$ cat config.mk
export PLATFORM = sky130hd
export DESIGN_NAME = d5m_stream_gen
export DESIGN_NICKNAME = d
export VERILOG_FILES = /design/src/rtl/d5m_stream_gen.sv
export SDC_FILE = /design/constraint.sdc
export NUM_CORES = 1
export LEC_CHECK = 0
export CORE_AREA = 2 2 116 118
export CTS_BUF_LIST = sky130_fd_sc_hd__clkbuf_2 sky130_fd_sc_hd__clkbuf_4 sky130_fd_sc_hd__clkbuf_8
export DETAILED_ROUTE_END_ITERATION = 7
export DIE_AREA = 0 0 118 120
export DONT_BUFFER_PORTS = 1
export PLACE_DENSITY_LB_ADDON = 0.15
export SLEW_MARGIN = 20
export SYNTH_ARGS = -nofsm -noshare
export SYNTH_HDL_FRONTEND = slang
export SYNTH_SLANG_ARGS = --single-unit
$ cat constraint.sdc
create_clock -name iCLK -period 4.7 [get_ports iCLK]
set_input_delay 0.47 -clock iCLK [delete_from_list [all_inputs] [get_ports iCLK]]
set_output_delay 0.47 -clock iCLK [all_outputs]
set_load 0.02 [all_outputs]
$ cat src/rtl/d5m_stream_gen.sv
// Synthetic D5M sensor source: 12-bit raw pixels with FVAL/LVAL framing,
// deterministic test patterns and a running count of completed frames.
module d5m_stream_gen #(
  parameter int H_ACTIVE    = 1280,
  parameter int H_BLANK     = 384,
  parameter int V_ACTIVE    = 960,
  parameter int V_BLANK     = 4096,
  parameter int F_PRE       = 64,
  parameter int F_POST      = 64,
  parameter int CHECK_SHIFT = 4
) (
  input  logic        iCLK,
  input  logic        iRST,
  input  logic        iSTART,
  input  logic        iSTOP,
  input  logic [1:0]  iMODE,
  input  logic [11:0] iCONST,
  output logic [11:0] oD,
  output logic        oFVAL,
  output logic        oLVAL,
  output logic [31:0] oFrame_Cont,
  output logic        oBUSY
);

  typedef enum logic [2:0] {
    ST_IDLE = 3'd0,
    ST_PRE  = 3'd1,
    ST_LINE = 3'd2,
    ST_HBLK = 3'd3,
    ST_POST = 3'd4,
    ST_VBLK = 3'd5
  } state_t;

  state_t      state_r, state_s;
  logic [31:0] cnt_r, cnt_s;
  logic [15:0] x_r, x_s, y_r, y_s;
  logic [1:0]  mode_r, mode_s;
  logic [11:0] const_r, const_s;
  logic [3:0]  tag_r, tag_s;
  logic [31:0] frame_cnt_r, frame_cnt_s;
  logic        stop_r, stop_s;
  logic [11:0] d_s;
  logic        fval_s, lval_s, busy_s;

  function automatic logic [11:0] pattern(input logic [1:0]  mode,
                                          input logic [15:0] x,
                                          input logic [15:0] y,
                                          input logic [11:0] cval,
                                          input logic [3:0]  tag);
    case (mode)
      2'd0:    pattern = 12'(x + y);
      2'd1:    pattern = ((((x ^ y) >> CHECK_SHIFT) & 16'd1) != 16'd0) ? 12'hFFF : 12'h000;
      2'd2:    pattern = cval;
      2'd3:    pattern = {tag, x[7:0]};
      default: pattern = 12'h000;
    endcase
  endfunction

  // State, counters, latched frame settings and registered outputs.
  always_ff @(posedge iCLK) begin
    if (iRST) begin
      state_r     <= ST_IDLE;
      cnt_r       <= 32'd0;
      x_r         <= 16'd0;
      y_r         <= 16'd0;
      mode_r      <= 2'd0;
      const_r     <= 12'h000;
      tag_r       <= 4'd0;
      frame_cnt_r <= 32'd0;
      stop_r      <= 1'b0;
      oD          <= 12'h000;
      oFVAL       <= 1'b0;
      oLVAL       <= 1'b0;
      oBUSY       <= 1'b0;
    end else begin
      state_r     <= state_s;
      cnt_r       <= cnt_s;
      x_r         <= x_s;
      y_r         <= y_s;
      mode_r      <= mode_s;
      const_r     <= const_s;
      tag_r       <= tag_s;
      frame_cnt_r <= frame_cnt_s;
      stop_r      <= stop_s;
      oD          <= d_s;
      oFVAL       <= fval_s;
      oLVAL       <= lval_s;
      oBUSY       <= busy_s;
    end
  end

  // Next-state, counter and frame-setting logic.
  always_comb begin
    state_s     = state_r;
    cnt_s       = cnt_r;
    x_s         = x_r;
    y_s         = y_r;
    mode_s      = mode_r;
    const_s     = const_r;
    tag_s       = tag_r;
    frame_cnt_s = frame_cnt_r;
    case (state_r)
      ST_IDLE: begin
        if (iSTART && !iSTOP) begin
          state_s = ST_PRE;
          cnt_s   = 32'd0;
          mode_s  = iMODE;
          const_s = iCONST;
          tag_s   = frame_cnt_r[3:0];
        end else begin
          state_s = ST_IDLE;
        end
      end
      ST_PRE: begin
        if (cnt_r == 32'(F_PRE - 1)) begin
          state_s = ST_LINE;
          x_s     = 16'd0;
          y_s     = 16'd0;
        end else begin
          cnt_s = cnt_r + 32'd1;
        end
      end
      ST_LINE: begin
        if (x_r == 16'(H_ACTIVE - 1)) begin
          cnt_s = 32'd0;
          if (y_r == 16'(V_ACTIVE - 1)) begin
            state_s = ST_POST;
          end else begin
            state_s = ST_HBLK;
          end
        end else begin
          x_s = x_r + 16'd1;
        end
      end
      ST_HBLK: begin
        if (cnt_r == 32'(H_BLANK - 1)) begin
          state_s = ST_LINE;
          x_s     = 16'd0;
          y_s     = y_r + 16'd1;
        end else begin
          cnt_s = cnt_r + 32'd1;
        end
      end
      ST_POST: begin
        if (cnt_r == 32'(F_POST - 1)) begin
          state_s     = ST_VBLK;
          cnt_s       = 32'd0;
          frame_cnt_s = frame_cnt_r + 32'd1;
        end else begin
          cnt_s = cnt_r + 32'd1;
        end
      end
      ST_VBLK: begin
        if (cnt_r == 32'(V_BLANK - 1)) begin
          cnt_s = 32'd0;
          if (stop_r) begin
            state_s = ST_IDLE;
          end else begin
            state_s = ST_PRE;
            mode_s  = iMODE;
            const_s = iCONST;
            tag_s   = frame_cnt_r[3:0];
          end
        end else begin
          cnt_s = cnt_r + 32'd1;
        end
      end
      default: begin
        state_s = ST_IDLE;
        cnt_s   = 32'd0;
      end
    endcase
    // A pending stop clears on reaching IDLE; otherwise any stop while streaming sticks.
    if ((state_r != ST_IDLE) && (state_s == ST_IDLE)) begin
      stop_s = 1'b0;
    end else if (iSTOP && (state_r != ST_IDLE)) begin
      stop_s = 1'b1;
    end else begin
      stop_s = stop_r;
    end
  end

  // Output values for the state being entered, so outputs move with the state register.
  always_comb begin
    d_s    = 12'h000;
    fval_s = 1'b0;
    lval_s = 1'b0;
    busy_s = (state_s != ST_IDLE);
    case (state_s)
      ST_PRE, ST_HBLK, ST_POST: begin
        fval_s = 1'b1;
      end
      ST_LINE: begin
        fval_s = 1'b1;
        lval_s = 1'b1;
        d_s    = pattern(mode_s, x_s, y_s, const_s, tag_s);
      end
      ST_IDLE, ST_VBLK: begin
        fval_s = 1'b0;
      end
      default: begin
        fval_s = 1'b0;
      end
    endcase
  end

  assign oFrame_Cont = frame_cnt_r;

endmodule

After elaboration in Yosys (flattened, before gate mapping)
Cells that the tools add are included.
- reduce and logical (&&, ||, !) cells: 14
- bitwise gates (word level): 2
- eq/ne operators: 21
- add/sub/neg operators: 5
- multiplexer cells: 39
- operators with widths (cell ; count):
    $mux 32 ; 6
    $pmux 32 s6 ; 1
    $mux 16 ; 5
    $add 32x1->32 const B ; 2
    $mux 12 ; 4
    $pmux 12 s4 ; 1
    $pmux 16 s3 ; 1
    $add 16x1->16 const B ; 2
    $eq 32x12->1 const B ; 1
    $eq 32x6->1 const B ; 1
    $eq 32x9->1 const B ; 1
    $pmux 16 s2 ; 1
    $pmux 12 s2 ; 1
    $mux 3 ; 6
    $pmux 3 s6 ; 1
    $eq 16x10->1 const B ; 1
    $eq 16x11->1 const B ; 1
    $add 12x12->12 ; 1
    $eq 3x2->1 const B ; 4
    $mux 4 ; 3
    $eq 3x3->1 const B ; 3
    $ne 2x2->1 const B ; 4
    $pmux 4 s2 ; 1
    $eq 3x1->1 const B ; 2
    16 further kinds ; 27
- output and inout bits: 47
- bits in registers: 133
- input port bits: 18
- logic and storage cells: 94

Depth between registers and ports, before layout
- depth in word-level cells: 7
- gate-level depth with buffers: 19
- gate-level depth less buffers: 18

Worst setup path after synthesis
No wires, ideal clock.
- path type: register to register
- start: reg cnt_r[0]
- end: reg oD[11]
- buffers on the path: 1
- cell stages (with the launch flop): 19
- period minus slack after synthesis: 4.233 ns
- library setup time: 0.058 ns
- setup slack: 0.467 ns
- arrival: 4.175 ns
- data required time: 4.642 ns
- cell sequence: dfxtp_1 ha_1 nor4b_1 nand4_1 buf_4 or3_4 nor3_1 nor3b_1 a21oi_1 inv_1 ha_1 a211oi_1 o21ai_0 o211ai_1 o21ai_0 o41ai_1 nand2b_1 a2111oi_2 a211o_1
- elaborated cells on any way between the ends: 31
- those cells by class: 1 x add/sub; 7 x eq/ne; 19 x mux; 2 x bitwise; 2 x reduce/logical
- RTL lines (item ; line ; source):
    start, declared ; 35 ; logic [31:0] cnt_r, cnt_s;
    start signal, assigned ; 77 ; cnt_r <= cnt_s;
    $eq 32x9->1 / $eq 32x6->1 (equally long branches) ; 136, 115 ;
    $mux 16, on equally long branches ; 136, 115 ;
    $pmux 16 s2 (*) ; 102 ; case (state_r)
    named net y_s[1] ; 36 ; logic [15:0] x_r, x_s, y_r, y_s;
    $add 12x12->12 (*) ; 51 ; 2'd0: pattern = 12'(x + y);
    $pmux 12 s4 (*) ; 50 ; case (mode)
    end signal, assigned ; 85 ; oD <= d_s;
    end, declared ; 18 ; output logic [11:0] oD,
Mark *: on every way through the listed nets, which the timed path passes. The rest lies on a longest branch.
A chain may end at the register's enable or synchronous reset.

Final worst setup path
- start: reg cnt_r[0]
- end: reg oD[10]
- elaborated cells on any way between the ends: 31
- those cells by class: 1 x add/sub; 7 x eq/ne; 19 x mux; 2 x bitwise; 2 x reduce/logical
- RTL lines (item ; line):
    $eq 32x9->1 / $eq 32x6->1 (equally long branches) ; 136, 115
    $mux 16, on equally long branches ; 136, 115
    $pmux 16 s3 (*) ; 102
    named net x_s[0] ; 36
    $add 12x12->12 (*) ; 51
    $pmux 12 s4 (*) ; 50
Marks and branches as above.

==> metrics.txt <==
status=completed; Max Clock Freq=236 MHz; Synth Cell Area=6910 um2; Ant. Diodes=0; Clock Power Share=0.463; period utilisation layout=0.903; Final nets=between 800 and 900; register area share after synthesis=0.385; vias in the first global route=roughly 5600; crit path max fanout=11; Worst Setup Slack post-DPL=about 0.19 ns; pin count of the biggest net entering global routing=87; Total GRT Usage=0.237; Switch Pwr=524 uW; Final Hold Vio Count=0; clock-pin slew on the worst setup and hold paths=~0.080 ns; # rows=42; Synth Area per Inst=around 8 um2; Logic pwr share=0.040; Top FF cell, synth=dfxtp_1; Mapped Cells=843; CP Class=register to register; max-cap check violation count=0; Core Region=13000 um2; layout cell share with drive strength beyond 1=0.0933; routability cong.=0.877; Worst EP arrival=roughly 4.6 ns; IO buf count=0; relative slew slack=0.335; RSZ-0062 raised after global routing=false; ys async rst share=0; Flop pwr share=0.497; Hold Crit Class=primary input to register; insertion delay to the later sink of the worst-skew pair=between 0.4 and 0.5 ns; drt pass-1 iters=5; routed vias=5958; switching fraction of total power=0.227; Worst setup EP type=register; Worst Path Required=around 5 ns; initial core utilization=0.532; skew final=0.00972 ns; slack of the critical path=0.457 ns; CTS Sinks=133; H-tree levels=4; drt drc=0; power density over cell area=304 nW/um2; Final min period=between 4 and 5 ns; Netlist cell types=between 60 and 70; final WL=16.4 mm; flops & latches, synth=133; first-pass GRT wire length=around 27 mm; DP Wirelength=11.9 mm; die area=14200 um2; most frequent cells in the layout=nor2_1, dfxtp_1, nand2_1; Final setup viols=0; CTS tree=yes; VDD IR max=223 uV; EDFF count, synth=0; CTS Root Cell=clkbuf_8; antenna violation net count after detailed routing=0; via density per instance=5.77; grt total ovfl=0; Starting DRT DRC Count=357; CTS max path bufs=2; synthesis-to-layout area growth=9.83%; post-layout util=0.585; Die W=118 um; initial antenna violation count=0; post_cts resized=0; Slew @ Worst Pin=0.997 ns; max-slew violations=0; num ports=65; internal power=around 1800 uW; Setup Total Neg Slack=0 ns; Setup crit start kind=register; Post-CTS Hold Fix Bufs=0; Leakage Power=~0.0029 uW; Syn Nets=877; leading cell type in the layout, fill and taps excluded=nor2_1; YS warnings=0; Die H=120 um; CTS buffer count=17; post-CTS setup buffers=0; WL/cell=approximately 16 um
-- layer usage --
metal  GRT usage  wire length [um]  part of all wire  vias up
met5           0                 0                 0        -
met2       0.378              7630              0.47      137
li1            -                 -                 -     2972
met4      0.0828               269             0.016        0
met3      0.0646               959             0.059       20
met1       0.310              7510              0.46     2829
-- power groups by stage --
stage / Sequential, uW / Combinational, uW / Clock, uW
after floorplan: 1170 / 82.3 / 0
after global placement: 1170 / 88.3 / 0
after detailed placement: 1170 / 90.2 / 0
after CTS: 1140 / 91.2 / 1080
after global routing: 1150 / 103 / 1130
final: 1140 / 92.2 / 1070
-- synthesized netlist by cell type, drive strengths merged (5+ instances only) --
| master | n | share of area |
|---|---|---|
| nor2 | 145 | 0.080 |
| dfxtp | 133 | 0.39 |
| nand2 | 59 | 0.032 |
| o21ai | 48 | 0.035 |
| a21oi | 46 | 0.033 |
| xor2 | 45 | 0.057 |
| nand3 | 35 | 0.026 |
| nand4 | 28 | 0.025 |
| and3 | 25 | 0.023 |
| nor2b | 23 | 0.021 |
| nor3 | 22 | 0.018 |
| xnor2 | 21 | 0.027 |
| inv | 18 | 0.0098 |
| clkbuf | 16 | 0.0087 |
| buf | 15 | 0.012 |
| ha | 15 | 0.027 |
| mux2i | 14 | 0.020 |
| nor4 | 13 | 0.017 |
| or3 | 13 | 0.012 |
| and2 | 12 | 0.011 |
| and4 | 9 | 0.011 |
| a2111oi | 8 | 0.011 |
| nand2b | 8 | 0.0072 |
| a31oi | 7 | 0.0063 |
| nand3b | 7 | 0.0081 |
| nor3b | 6 | 0.0072 |
| o31ai | 6 | 0.0065 |
| mux2 | 5 | 0.0081 |
-- path summary, 6_finish.rpt --
path                           from                     end  slack, ns  cells after the start
max           cnt_r[0]$_SDFFE_PP0P_       oD[10]$_SDFF_PP0_       0.46                     19
min                            iRST       x_r[8]$_SDFF_PP0_        0.1                      1
max reg2reg   cnt_r[0]$_SDFFE_PP0P_       oD[10]$_SDFF_PP0_       0.46                     19
min reg2reg  const_r[11]$_SDFF_PP0_  const_r[11]$_SDFF_PP0_       0.46                      2
-- through the flow --
| stage | power (uW) | hold WS [ns] | instances | instance area [um2] |
|---|---|---|---|---|
| 2_1_floorplan | 1250 | 0.428 | 843 | 6910 |
| 3_3_place_gp | 1260 | 0.438 | 1001 | 7100 |
| 3_5_place_dp | 1260 | 0.449 | 1001 | 7100 |
| 4_1_cts | 2320 | 0.0781 | 1033 | 7540 |
| 5_1_grt | 2380 | 0.0809 | 1033 | 7590 |
| 6_report | 2300 | 0.0964 | 1033 | 7590 |
-- critical path: stages, from the launching register on --
cell      delay (ns)
dfxtp_1         0.42
ha_1            0.28
nor4b_4         0.25
nand4_1         0.13
buf_4           0.21
nor4_2          0.34
a21o_1          0.23
nand2_1         0.09
mux2_2          0.30
ha_1            0.22
inv_1           0.07
fa_1            0.19
nor2b_1         0.05
o21ai_0         0.19
a21boi_0        0.15
o21ai_0         0.24
a21oi_1         0.17
nor4b_1         0.27
nor3_1          0.09
a211oi_1        0.26
-- cell type report --
| type | instances | area (um2) |
|---|---|---|
| fillers | 1202 | 5390 |
| clock inverters | 12 | 178 |
| flip-flops and latches | 133 | 2660 |
| repair buffers | 13 | 97.6 |
| multi-input cells | 661 | 4100 |
| clock buffers | 20 | 269 |
| inverters | 18 | 67.6 |
| well taps | 176 | 220 |
-- logic make-up (layout without fill, tap and decap cells) --
logic type                 Yosys count  after routing  synth area share
AOI/OAI and AO/OA                  141            141             0.125
xor gates and xnor gates            66             66            0.0836
adders and majority gates           16             16            0.0301
buffers and inverters               49             63            0.0301
DFF                                133            133             0.385
muxes                               19             19            0.0284
and+or+nand+nor                    419            419             0.317
-- state kept, by name, summed over array words and instances, names as in the netlist, 2 cells and up --
register	cells
tag_r	4
oFrame_Cont	32
y_r	16
oD	12
const_r	12
cnt_r	32
mode_r	2
state_r	3
x_r	16
No activity file was read; power rests on OpenSTA's default activity.
